===== config.mk =====
export PLATFORM = sky130hd
export DESIGN_NAME = adc_capture_ctrl
export DESIGN_NICKNAME = d
export VERILOG_FILES = /design/src/rtl/adc_capture_ctrl.sv
export SDC_FILE = /design/constraint.sdc
export NUM_CORES = 1
export LEC_CHECK = 0
export CORE_MARGIN = 2
export CORE_UTILIZATION = 53
export CTS_BUF_LIST = sky130_fd_sc_hd__clkbuf_4 sky130_fd_sc_hd__clkbuf_8 sky130_fd_sc_hd__clkbuf_16
export DETAILED_ROUTE_END_ITERATION = 7
export PLACE_DENSITY = 0.95
export REMOVE_ABC_BUFFERS = 1
export SYNTH_ARGS = -nofsm -noshare
export SYNTH_HDL_FRONTEND = slang
export SYNTH_SLANG_ARGS = --single-unit

===== constraint.sdc =====
create_clock -name clk -period 4.3 [get_ports clk]
set_clock_uncertainty 0.15 [all_clocks]
set_input_delay 0.43 -clock clk [delete_from_list [all_inputs] [get_ports clk]]
set_output_delay 0.43 -clock clk [all_outputs]
set_load 0.05 [all_outputs]

===== src/rtl/adc_capture_ctrl.sv =====
`timescale 1ns/1ps
// adc_capture_ctrl
// Arms on a start pulse, waits for a level trigger, then streams packed
// dual-channel ADC samples into a FIFO at a decimated rate until a
// programmed word count is reached (or forever when capture_len = 0).
//
// Ports
//   clk, rst_n          clock, async active-low reset
//   adc_1_data/adc_2_data  14-bit samples, valid every cycle
//   start, trig, abort  control: arm pulse, level trigger, cancel pulse
//   capture_len, decim  configuration, latched on start
//   fifo_wdata/wr_en    FIFO write port, fifo_full back-pressure flag
//   busy, done          status: armed/capturing, completion pulse
//   overflow            sticky: a sample event hit a full FIFO
//   words_written       words accepted in the current or last capture
//
// state   | meaning
// IDLE    | waiting for start
// ARMED   | config latched, waiting for trig
// CAPTURE | producing sample events every decim+1 cycles
// DONE    | capture_len words accepted, done pulse this cycle
module adc_capture_ctrl (
   input  logic        clk,
   input  logic        rst_n,
   input  logic [13:0] adc_1_data,
   input  logic [13:0] adc_2_data,
   input  logic        start,
   input  logic        trig,
   input  logic        abort,
   input  logic [15:0] capture_len,
   input  logic [7:0]  decim,
   output logic [31:0] fifo_wdata,
   output logic        fifo_wr_en,
   input  logic        fifo_full,
   output logic        busy,
   output logic        done,
   output logic        overflow,
   output logic [15:0] words_written
);

   localparam logic [1:0] S_IDLE    = 2'd0;
   localparam logic [1:0] S_ARMED   = 2'd1;
   localparam logic [1:0] S_CAPTURE = 2'd2;
   localparam logic [1:0] S_DONE    = 2'd3;

   logic [1:0]  state;
   logic [15:0] len_q;
   logic [7:0]  decim_q;
   logic [7:0]  dcnt;

   logic        sample_ev;
   logic        accept;
   logic        last_word;
   logic [15:0] ww_inc;

   // Abort suppresses any event in the same cycle so nothing new is queued.
   always_comb begin
      sample_ev = 1'b0;
      if (!abort) begin
         if (state == S_ARMED && trig)
            sample_ev = 1'b1;
         else if (state == S_CAPTURE && dcnt == 8'd0)
            sample_ev = 1'b1;
      end
      accept    = sample_ev && !fifo_full;
      ww_inc    = words_written + 16'd1;
      last_word = accept && (len_q != 16'd0) && (ww_inc == len_q);
   end

   always_ff @(posedge clk or negedge rst_n) begin
      if (!rst_n) begin
         state         <= S_IDLE;
         len_q         <= 16'd0;
         decim_q       <= 8'd0;
         dcnt          <= 8'd0;
         fifo_wdata    <= 32'd0;
         fifo_wr_en    <= 1'b0;
         overflow      <= 1'b0;
         words_written <= 16'd0;
      end else begin
         fifo_wr_en <= accept;
         if (accept) begin
            fifo_wdata    <= {2'b00, adc_1_data, 2'b00, adc_2_data};
            words_written <= ww_inc;
         end
         if (sample_ev && fifo_full)
            overflow <= 1'b1;

         // Counter sits at 0 while armed, so the trigger cycle is an event.
         if (!abort && (state == S_CAPTURE || (state == S_ARMED && trig)))
            dcnt <= (dcnt == decim_q) ? 8'd0 : dcnt + 8'd1;

         if (abort) begin
            state <= S_IDLE;
            dcnt  <= 8'd0;
         end else begin
            case (state)
               S_IDLE: begin
                  if (start) begin
                     state         <= S_ARMED;
                     len_q         <= capture_len;
                     decim_q       <= decim;
                     dcnt          <= 8'd0;
                     words_written <= 16'd0;
                     overflow      <= 1'b0;
                  end
               end
               S_ARMED: begin
                  if (trig)
                     state <= last_word ? S_DONE : S_CAPTURE;
               end
               S_CAPTURE: begin
                  if (last_word)
                     state <= S_DONE;
               end
               S_DONE:  state <= S_IDLE;
               default: state <= S_IDLE;
            endcase
         end
      end
   end

   assign busy = (state == S_ARMED) || (state == S_CAPTURE);
   assign done = (state == S_DONE);

endmodule

; ---- Yosys cells after proc, flatten, opt, wreduce, memory -nomap -nowiden
; Index checks and enable logic that the tools add are counted.
[word_totals]
ramBits = 0
romBits = 0
reg_bits = 80
latchBits = 0
mem_count = 0
[classes]
div = 0
reduce_logical = 16
n_addsub = 2
mul = 0
bitwise = 1
muxes = 22
n_eq_ne = 8
shifts = 0
magnitude_cmp = 0
[ops]
columns = op, n
row1 = $mux W16, 4
row2 = $mux W8, 5
row3 = $add A16 B1 Y16 const B, 1
row4 = $eq A16 B16 Y1, 1
row5 = $reduce_bool A16 Y1, 1
row6 = $ne A3 B3 Y1 const B, 3
row7 = $add A8 B1 Y8 const B, 1
row8 = $eq A8 B8 Y1, 1
row9 = $logic_not A8 Y1, 1
row10 = $mux W1, 8
row11 = $mux W2, 4
row12 = $pmux W2 S4, 1
row13 = $logic_and A1 B1 Y1, 7
row14 = $reduce_and A3 Y1, 2
row15 = $eq A2 B2 Y1 const B, 2
row16 = $eq A2 B1 Y1 const B, 1
row17 = $logic_not A1 Y1, 2
row18 = $logic_not A2 Y1, 1
row19 = $logic_or A1 B1 Y1, 2
row20 = $not A1 Y1, 1

; ---- Depth between registers and ports, before layout
; Gate-level depths: netlist of the first run.
[logic_depth]
depth_word = 12
mapped_depth = 11
mapped_depth_nobuf = 10

; ---- Worst setup path before layout of the first run
; Ideal clock, no wire load.
[synth_timing]
kind = register to register
startpoint = register words_written[5]
endpoint = register state[0]
path_stages_with_launch = 9
t_arrival_ns = 2.443
setup_time_ns = 0.126
path_slack_ns = 1.580
required_time_ns = 4.024
synth_period_minus_slack_ns = 2.720
path_cell_list = dfrtp_1 buf_2 nand3_2 or4_1 mux2i_1 o22ai_1 o2111a_2 a21oi_2 a311o_1
[synth_via]
elab_chain_cells = 7
elab_cells_between_ends = 9
cone_classes = add/sub: 1 / eq/ne: 2 / mux: 4 / reduce/logical: 2
[synth_rtl]
columns = item, line_no
row1 = from (decl), 38  ; output logic [15:0] words_written
row2 = from (signal assigned), 84  ; words_written <= ww_inc;
row3 = $add A16 B1 Y16 *, 66  ; ww_inc = words_written + 16'd1;
row4 = $eq A16 B16 Y1 *, 67  ; last_word = accept && (len_q != 16'd0) && (ww_inc == len_q);
row5 = $logic_and A1 B1 Y1 *, 67
row6 = $mux W1, 110  ; state <= last_word ? S_DONE : S_CAPTURE;
row7 = $mux W2, 109  ; if (trig)
row8 = $pmux W2 S4, 97  ; case (state)
row9 = $mux W2, 93  ; if (abort) begin
row10 = to (signal assigned), 110
row11 = to (decl), 46  ; logic [1:0] state;
; Mark *: on every way between the ends. The rest lies on a longest branch, timed or not. The select of a mux whose other input is x is not followed.
; A chain may end at the register's enable or synchronous reset.

; ---- Final worst setup path of the first run
[layout_timing]
startpoint = register state[0]
endpoint = register state[0]
[layout_via]
elab_chain_cells = 12
elab_cells_between_ends = 20
cone_classes = eq/ne: 6 / mux: 7 / reduce/logical: 7
[layout_rtl]
columns = item, line_no
row1 = $eq A2 B2 Y1, "62, 97"
row2 = $logic_and A1 B1 Y1, 62  ; else if (state == S_CAPTURE && dcnt == 8'd0)
row3 = $mux W1, 62
row4 = $mux W1, 60  ; if (state == S_ARMED && trig)
row5 = $mux W1, 59  ; if (!abort) begin
row6 = $logic_and A1 B1 Y1, 65  ; accept = sample_ev && !fifo_full;
row7 = $logic_and A1 B1 Y1 (2 in a row), 67
row8 = $mux W1, 110
row9 = $mux W2, 109
row10 = $pmux W2 S4, 97
row11 = $mux W2, 93
; Parallel ways exist; a longest one is shown, timed or not. The select of a mux whose other input is x is not followed.

==> results.json, run 1 <==
{
  "outcome": "finished clean",
  "drc": 0,
  "final_core_util_pct": 70.76,
  "relSlewSlack_pct": 34.66,
  "synthArstFlopShare_pct": 100.0,
  "vias": 3441,
  "leakage_nw": 2.344,
  "period_needed_ps": 2945,
  "cts_made_buffers": 9,
  "synth-edff-count": 0,
  "crit_path_start_kind": "flip-flop",
  "syn_to_final_growth_pct": 31.34,
  "die_area_um2": 8495,
  "port-buffer-count": 105,
  "n_antenna_cell": 0,
  "grt_setup_unrepaired": "no",
  "clk_latency_ps": 350,
  "cts_buffer_depth": 2,
  "avgSynthCellArea_um2": 9.494,
  "crit_type": "reg2reg",
  "dp_hpwl_mm": 6.960,
  "routed_wl_mm": 9.924,
  "grt_pass1_vias": 3466,
  "synth_flop_cell": "dfrtp_1",
  "setup_ws_ps": 1355,
  "crit_arrival_ps": 3030,
  "post-place-ws_ps": 1365,
  "ant_nets": 0,
  "worst_slew_pin_slew_ps": 980.0,
  "fillCellCount": 573,
  "layout-drive-gt1-share_pct": 9.586,
  "cts_resized": 0,
  "crit_path_end_kind": "flip-flop",
  "powerDensity_nw_per_um2": 620.9,
  "slew_viol_final": 0,
  "wl_per_cell_um": 15.65,
  "cp_max_fo": 43,
  "synth.ff_latch_count": 80,
  "viasPerCell": 5.427,
  "min_period_over_period_pct": 68.48,
  "hold_path.class": "in2async",
  "synth_warnings": 0,
  "r2r_cells": 10,
  "grt_pass1_wl_mm": 16.51,
  "place_congestion": 0.9218,
  "num_rows": 32,
  "p_total_mw": 3.360,
  "setup_viol": 0,
  "die_w_um": 92.17,
  "fmax_ghz": 0.3396,
  "clk_pin_slew_ps": 80,
  "clkSinkCount": 80,
  "netlist_instances": 434,
  "fin_nets": 593,
  "coreArea_um2": 7647,
  "cts_hold_buf": 0,
  "synth_seq_area_share_pct": 48.59,
  "clockRootBuffer": "clkbuf_8",
  "syn_area_um2": 4120,
  "cp_data_required_time_ps": 4390,
  "cts_tree": "yes",
  "grt_overflow": 0,
  "yosysUniqueCellTypes": 44,
  "start_util_pct": 53.88,
  "vdd_drop_max_uv": 450.1,
  "max-cap-violations": 0,
  "final_hold_viol_count": 0,
  "antenna_found_initial": 0,
  "fin_setup_tns_ps": 0,
  "cts_setup_buffers": 0,
  "track_usage_pct": 24.59,
  "grt_max_degree": 81,
  "ctsHtreeMaxLevel": 3,
  "final_common_cell": "clkdlybuf4s50_1",
  "ios": 110,
  "mostFrequentLayoutCells": "104 x clkdlybuf4s50_1, 101 x nand2_1, 80 x dfrtp_1",
  "drt-initial-drc-count": 165,
  "firstDrtPassIters": 5,
  "die_h_um": 92.17
}
==> synth_stat cells (3+ instances only) <==
cell type / instances / area [um2]
buf_2: 10 / 50.05
clkbuf_1: 11 / 41.29
nand3_1: 8 / 40.04
nor2_1: 32 / 120.1
mux2_2: 23 / 259.0
ha_1: 8 / 100.1
nand4_1: 12 / 75.07
a211oi_1: 4 / 30.03
nor3_1: 5 / 25.02
nor4_1: 10 / 62.56
xor2_1: 24 / 210.2
buf_4: 4 / 30.03
and4_1: 3 / 26.28
buf_1: 3 / 11.26
or3_1: 6 / 37.54
xnor2_1: 23 / 201.4
nand2_1: 101 / 379.1
o21ai_0: 13 / 65.06
mux2i_1: 3 / 30.03
and3_1: 4 / 25.02
inv_1: 11 / 41.29
a21oi_1: 10 / 50.05
dfrtp_1: 80 / 2002
==> layout make-up <==
type	count	area, um2	area share (%)
clock inverter	4	51.30	0.9480
sequential	80	2002	36.99
multi-input combinational	316	1949	36.02
tap	102	127.6	2.358
inverter	12	45.04	0.8324
timing repair buffer	108	1071	19.79
clock buffer	12	165.2	3.052
==> critical path, cell delays in order (launching register included) <==
cell	delay [ps]
dfrtp_1	440
inv_1	160
ha_1	220
and4bb_1	210
a22oi_1	80
or3_1	330
buf_4	260
nor4_2	300
o2111a_2	250
a21oi_2	60
a311o_1	360
==> where the power goes <==
group	total [mW]	internal, mW	switching, mW
clock	0.588	0.316	0.272
sequential	1.23	1.01	0.224
combinational	1.54	0.595	0.944
==> logic make-up after synthesis <==
logic type | share of synthesized area (%)
mux | 7.015
simple gates | 21.77
buf+inv | 4.434
other cells | 0.09101
fa+ha+maj | 2.429
compound gates | 5.679
xor+xnor | 9.991
flops | 48.59
==> through the flow <==
| stage | instance area (um2) | hold WS (ps) | cells |
|---|---|---|---|
| after floorplan | 3994 | -15.59 | 408 |
| after global placement | 5195 | 307.1 | 618 |
| after detailed placement | 5195 | 311.2 | 618 |
| after CTS | 5411 | 118.9 | 634 |
| after global routing | 5411 | 152.5 | 634 |
| final | 5411 | 70.55 | 634 |
==> layer usage <==
metal,GRT usage [%],wire length [um],part of all wire [%],up-vias
met3,6.409,606,6.1,22
met5,0,0,0,-
met4,9.453,199,2.0,0
met1,31.22,4075,41,1667
li1,-,-,-,1631
met2,40.44,5042,51,121
==> final timing paths <==
kind | start | endpoint | slack, ps
max | state[0] | state[0] | 1360
min | rst_n | dcnt[5] | 70
max reg2reg | state[0] | state[0] | 1360
min reg2reg | fifo_wdata[9] | fifo_wdata[9] | 330
max in group asynchronous | rst_n | len_q[4] | 3280
min in group clk | fifo_wdata[9] | fifo_wdata[9] | 330
==> sequential cells by signal (all words and copies together) (netlist names) <==
signal         flops
decim_q            8
words_written     16
fifo_wr_en         1
state              2
len_q             16
fifo_wdata        28
dcnt               8
overflow           1
Note: power is estimated with default switching activity, not from simulation.
==> run 2: changes to the inputs <==
- CORE_UTILIZATION: 53 -> 44
- PLACE_DENSITY: 0.95 -> 0.88
- clock period: 4.3 -> 2.7 ns (I/O delays scaled with it)
==> results.json, run 2 (synthesis results as in run 1) <==
{
  "post-place-ws_ps": 7.846,
  "crit_path_end_kind": "flip-flop",
  "antenna_found_initial": 0,
  "crit_type": "reg2reg",
  "r2r_cells": 8,
  "grt_overflow": 0,
  "crit_path_start": "words_written[1]",
  "leakage_nw": 2.432,
  "coreArea_um2": 9153,
  "p_total_mw": 5.465,
  "mostFrequentLayoutCells": "104 x clkdlybuf4s50_1, 101 x nand2_1, 80 x dfrtp_1",
  "layout.area.seq_um2": 2002,
  "max-cap-violations": 0,
  "vias": 3457,
  "fillCellCount": 766,
  "grt_pass1_vias": 3679,
  "grt_max_degree": 81,
  "placedCellCount": 641,
  "ctsHtreeMaxLevel": 3,
  "wl_per_cell_um": 15.33,
  "firstDrtPassIters": 4,
  "setup_viol": 0,
  "powerDensity_nw_per_um2": 978.5,
  "clkSinkCount": 80,
  "holdWs_ps": 287.6,
  "cts_tree": "yes",
  "drt-initial-drc-count": 138,
  "final_core_util_pct": 61.03,
  "clockRootBuffer": "clkbuf_8",
  "fin_nets": 608,
  "crit_arrival_ps": 2640,
  "top_register": "fifo_wdata",
  "final_hold_viol_count": 0,
  "crit_slowest_cell": "dfrtp_1",
  "start_util_pct": 45.02,
  "top_regs": "fifo_wdata (28), len_q (16), words_written (16)",
  "cts_made_buffers": 9,
  "vdd_drop_max_uv": 592.5,
  "final_common_cell": "clkdlybuf4s50_1",
  "cp_cell_sequence": "ha_1 > nand4_1 > nor2_1 > or3_1 > a211oi_1 > o2111a_2 > a21oi_2 > a311o_1",
  "routed_wl_mm": 10.09,
  "slowest_delay_ps": 440,
  "track_usage_pct": 21.48,
  "outcome": "finished clean",
  "port-buffer-count": 105,
  "num_rows": 35,
  "die_area_um2": 10150,
  "place_congestion": 0.9237,
  "layout-drive-gt1-share_pct": 12.80,
  "die_h_um": 100.8,
  "drc": 0,
  "cp_max_fo": 6,
  "syn_to_final_growth_pct": 35.56,
  "setup_ws_ps": 139.8,
  "n_antenna_cell": 0,
  "min_period_over_period_pct": 94.82,
  "cts_buffer_depth": 2,
  "die_w_um": 100.8,
  "hold_path.class": "in2reg",
  "clk_pin_slew_ps": 90,
  "largest_register_ffs": 28,
  "dp_hpwl_mm": 7.345,
  "multiInputGateArea_um2": 1969,
  "clk_latency_ps": 350,
  "final_cells": 658,
  "crit_path_start_kind": "flip-flop",
  "grt_pass1_wl_mm": 17.31,
  "period_needed_ps": 2560,
  "cp_data_required_time_ps": 2780,
  "timing.rr.start": "words_written[1]",
  "slew_viol_final": 0,
  "fmax_ghz": 0.3906,
  "min_from": "adc_1_data[4]",
  "relSlewSlack_pct": 33.72,
  "min_path_cells": 3,
  "viasPerCell": 5.254,
  "worst_slew_pin_slew_ps": 994.2,
  "ant_nets": 0,
  "cts_setup_buffers": 0,
  "ios": 110
}
## run 2: repair_timing
action / 4_1_cts / 5_1_grt
hold buffers: 1 / 0
endpoints found under the hold margin: 80 / 0
gates resized for setup: 0 / 6
setup endpoints to repair: 1 / 25
pin swaps: 1 / 0
## run 2: worst paths after layout
check                                  to  slack [ps]
min in group asynchronous       len_q[14]         470
setup reg to reg                 state[0]         140
hold reg to reg            fifo_wdata[29]         330
setup / recovery                 state[0]         140
hold / removal             fifo_wdata[20]         290
max in group asynchronous      fifo_wr_en        1280
## run 2: critical path, delay by kind of cell, from the launching register on
kind	cells	cell delay (ps)
AOI/OAI and AO/OA	4	950
and+or+nand+nor	3	630
DFF	1	440
adders and majority gates	1	270
## run 2: power by group
group          leakage, nW  switching, mW  internal [mW]
Clock                0.112          0.465          0.538
Combinational         1.30           1.54          0.992
Sequential            1.02          0.328           1.61
Total                 2.43           2.33           3.14
## run 2: routing by layer
metal	wire length (um)	vias to the layer above	track usage [%]
li1	-	1658	-
met1	4166	1679	27.26
met2	5187	109	35.95
met3	630	11	6.380
met4	100	0	5.585
met5	0	-	0
## run 2: layout make-up
type	instances	area share, %
clock buffer	10	2.352
clock inverter	6	1.658
inverter	12	0.8737
multi-input combinational	316	35.26
sequential	80	35.84
tap	111	2.487
timing repair buffer	123	21.53
## run 2: metrics by stage
| step | TNS (ps) | cell area, um2 |
|---|---|---|
| 2_1_floorplan | -25560 | 3994 |
| 3_3_place_gp | 0 | 5324 |
| 3_5_place_dp | 0 | 5324 |
| 4_1_cts | 0 | 5558 |
| 5_1_grt | -7.691 | 5585 |
| 6_report | 0 | 5585 |
==> run 3: changes to the inputs <==
- HOLD_SLACK_MARGIN: default -> 0.02
- SLEW_MARGIN: default -> 20
==> results.json, run 3 (synthesis results as in run 1) <==
{
  "antenna_found_initial": 0,
  "powerDensity_nw_per_um2": 978.2,
  "die_area_um2": 10150,
  "track_usage_pct": 21.48,
  "top_regs": "fifo_wdata (28), len_q (16), words_written (16)",
  "final_common_cell": "clkdlybuf4s50_1",
  "crit_slowest_cell": "dfrtp_1",
  "drc": 0,
  "cts_tree": "yes",
  "die_w_um": 100.8,
  "ios": 110,
  "clk_latency_ps": 350,
  "ctsHtreeMaxLevel": 3,
  "min_period_over_period_pct": 94.83,
  "n_antenna_cell": 0,
  "largest_register_ffs": 28,
  "holdWs_ps": 287.6,
  "ant_nets": 0,
  "clkSinkCount": 80,
  "grt_pass1_vias": 3679,
  "place_congestion": 0.9237,
  "die_h_um": 100.8,
  "grt_overflow": 0,
  "vias": 3455,
  "vdd_drop_max_uv": 592.5,
  "fin_nets": 608,
  "hold_path.class": "in2reg",
  "start_util_pct": 45.02,
  "crit_path_start_kind": "flip-flop",
  "wl_per_cell_um": 15.34,
  "drt-initial-drc-count": 134,
  "worst_slew_pin_slew_ps": 716.6,
  "cts_made_buffers": 9,
  "outcome": "finished clean",
  "cts_setup_buffers": 0,
  "fmax_ghz": 0.3906,
  "routed_wl_mm": 10.09,
  "mostFrequentLayoutCells": "104 x clkdlybuf4s50_1, 101 x nand2_1, 80 x dfrtp_1",
  "syn_to_final_growth_pct": 35.65,
  "slowest_delay_ps": 440,
  "clockRootBuffer": "clkbuf_8",
  "p_total_mw": 5.467,
  "period_needed_ps": 2560,
  "final_hold_viol_count": 0,
  "crit_path_end_kind": "flip-flop",
  "slew_viol_final": 0,
  "crit_type": "reg2reg",
  "cp_cell_sequence": "ha_1 > nand4_1 > nor2_1 > or3_1 > a211oi_1 > o2111a_2 > a21oi_2 > a311o_1",
  "clk_pin_slew_ps": 90,
  "firstDrtPassIters": 4,
  "port-buffer-count": 105,
  "coreArea_um2": 9153,
  "cp_max_fo": 6,
  "cts_buffer_depth": 2,
  "setup_viol": 0,
  "max-cap-violations": 0,
  "dp_hpwl_mm": 7.345,
  "cp_data_required_time_ps": 2780,
  "grt_pass1_wl_mm": 17.31,
  "viasPerCell": 5.251,
  "grt_max_degree": 81,
  "top_register": "fifo_wdata",
  "crit_arrival_ps": 2640,
  "num_rows": 35,
  "layout-drive-gt1-share_pct": 12.80,
  "leakage_nw": 2.433,
  "relSlewSlack_pct": 52.23
}
-- run 3: worst max-delay path, delay by kind of cell, from the launching register on --
kind / cells / cell delay [ps]
fa+ha+maj: 1 / 270
compound gates: 4 / 950
flops: 1 / 440
simple gates: 3 / 630
-- run 3: final cells by class --
cell class                 count  area (um2)
sequential                    80        2002
tap                          111       138.9
inverter                      12       48.80
timing repair buffer         123        1206
fill                         766        3563
multi-input combinational    316        1969
clock inverter                 6       92.59
clock buffer                  10       131.4
-- run 3: metal layers --
layer	GRT usage [%]	routed length [um]
met1	27.26	4179
met2	35.95	5189
met3	6.380	623
met4	5.585	100
met5	0	0
-- run 3: what timing repair did --
| item | CTS | global route |
|---|---|---|
| endpoints found under the hold margin | 80 | 0 |
| pin swaps | 1 | 0 |
| setup endpoints to repair | 1 | 25 |
| gates resized for setup | 0 | 6 |
| hold buffers | 1 | 0 |
-- run 3: final timing paths --
check / slack [ps] / to / startpoint / cells past startpoint
max: 140 / state[0] / words_written[1] / 8
min: 290 / fifo_wdata[20] / adc_1_data[4] / 3
max reg2reg: 140 / state[0] / words_written[1] / 8
min reg2reg: 330 / fifo_wdata[29] / fifo_wdata[29] / 2
max in group asynchronous: 1530 / fifo_wr_en / rst_n / 2
min in group asynchronous: 360 / len_q[14] / rst_n / 2
-- run 3: report_power, final --
part / total [mW] / switching (mW) / internal [mW]
clock network: 1.00 / 0.465 / 0.538
logic: 2.53 / 1.54 / 0.993
registers: 1.93 / 0.328 / 1.61
total: 5.47 / 2.33 / 3.14
-- run 3: per-stage QoR --
| step | instance area, um2 | TNS (ps) | utilization [%] | cells | setup slack, ps |
|---|---|---|---|---|---|
| final | 5589 | 0 | 61.07 | 658 | 139.6 |
| after global routing | 5589 | -7.691 | 61.07 | 658 | -7.691 |
| after CTS | 5558 | 0 | 60.72 | 658 | 39.36 |
| after detailed placement | 5324 | 0 | 58.17 | 641 | 7.846 |
| after global placement | 5324 | 0 | 58.17 | 641 | 144.9 |
| after floorplan | 3994 | -25560 | - | 408 | -871.7 |
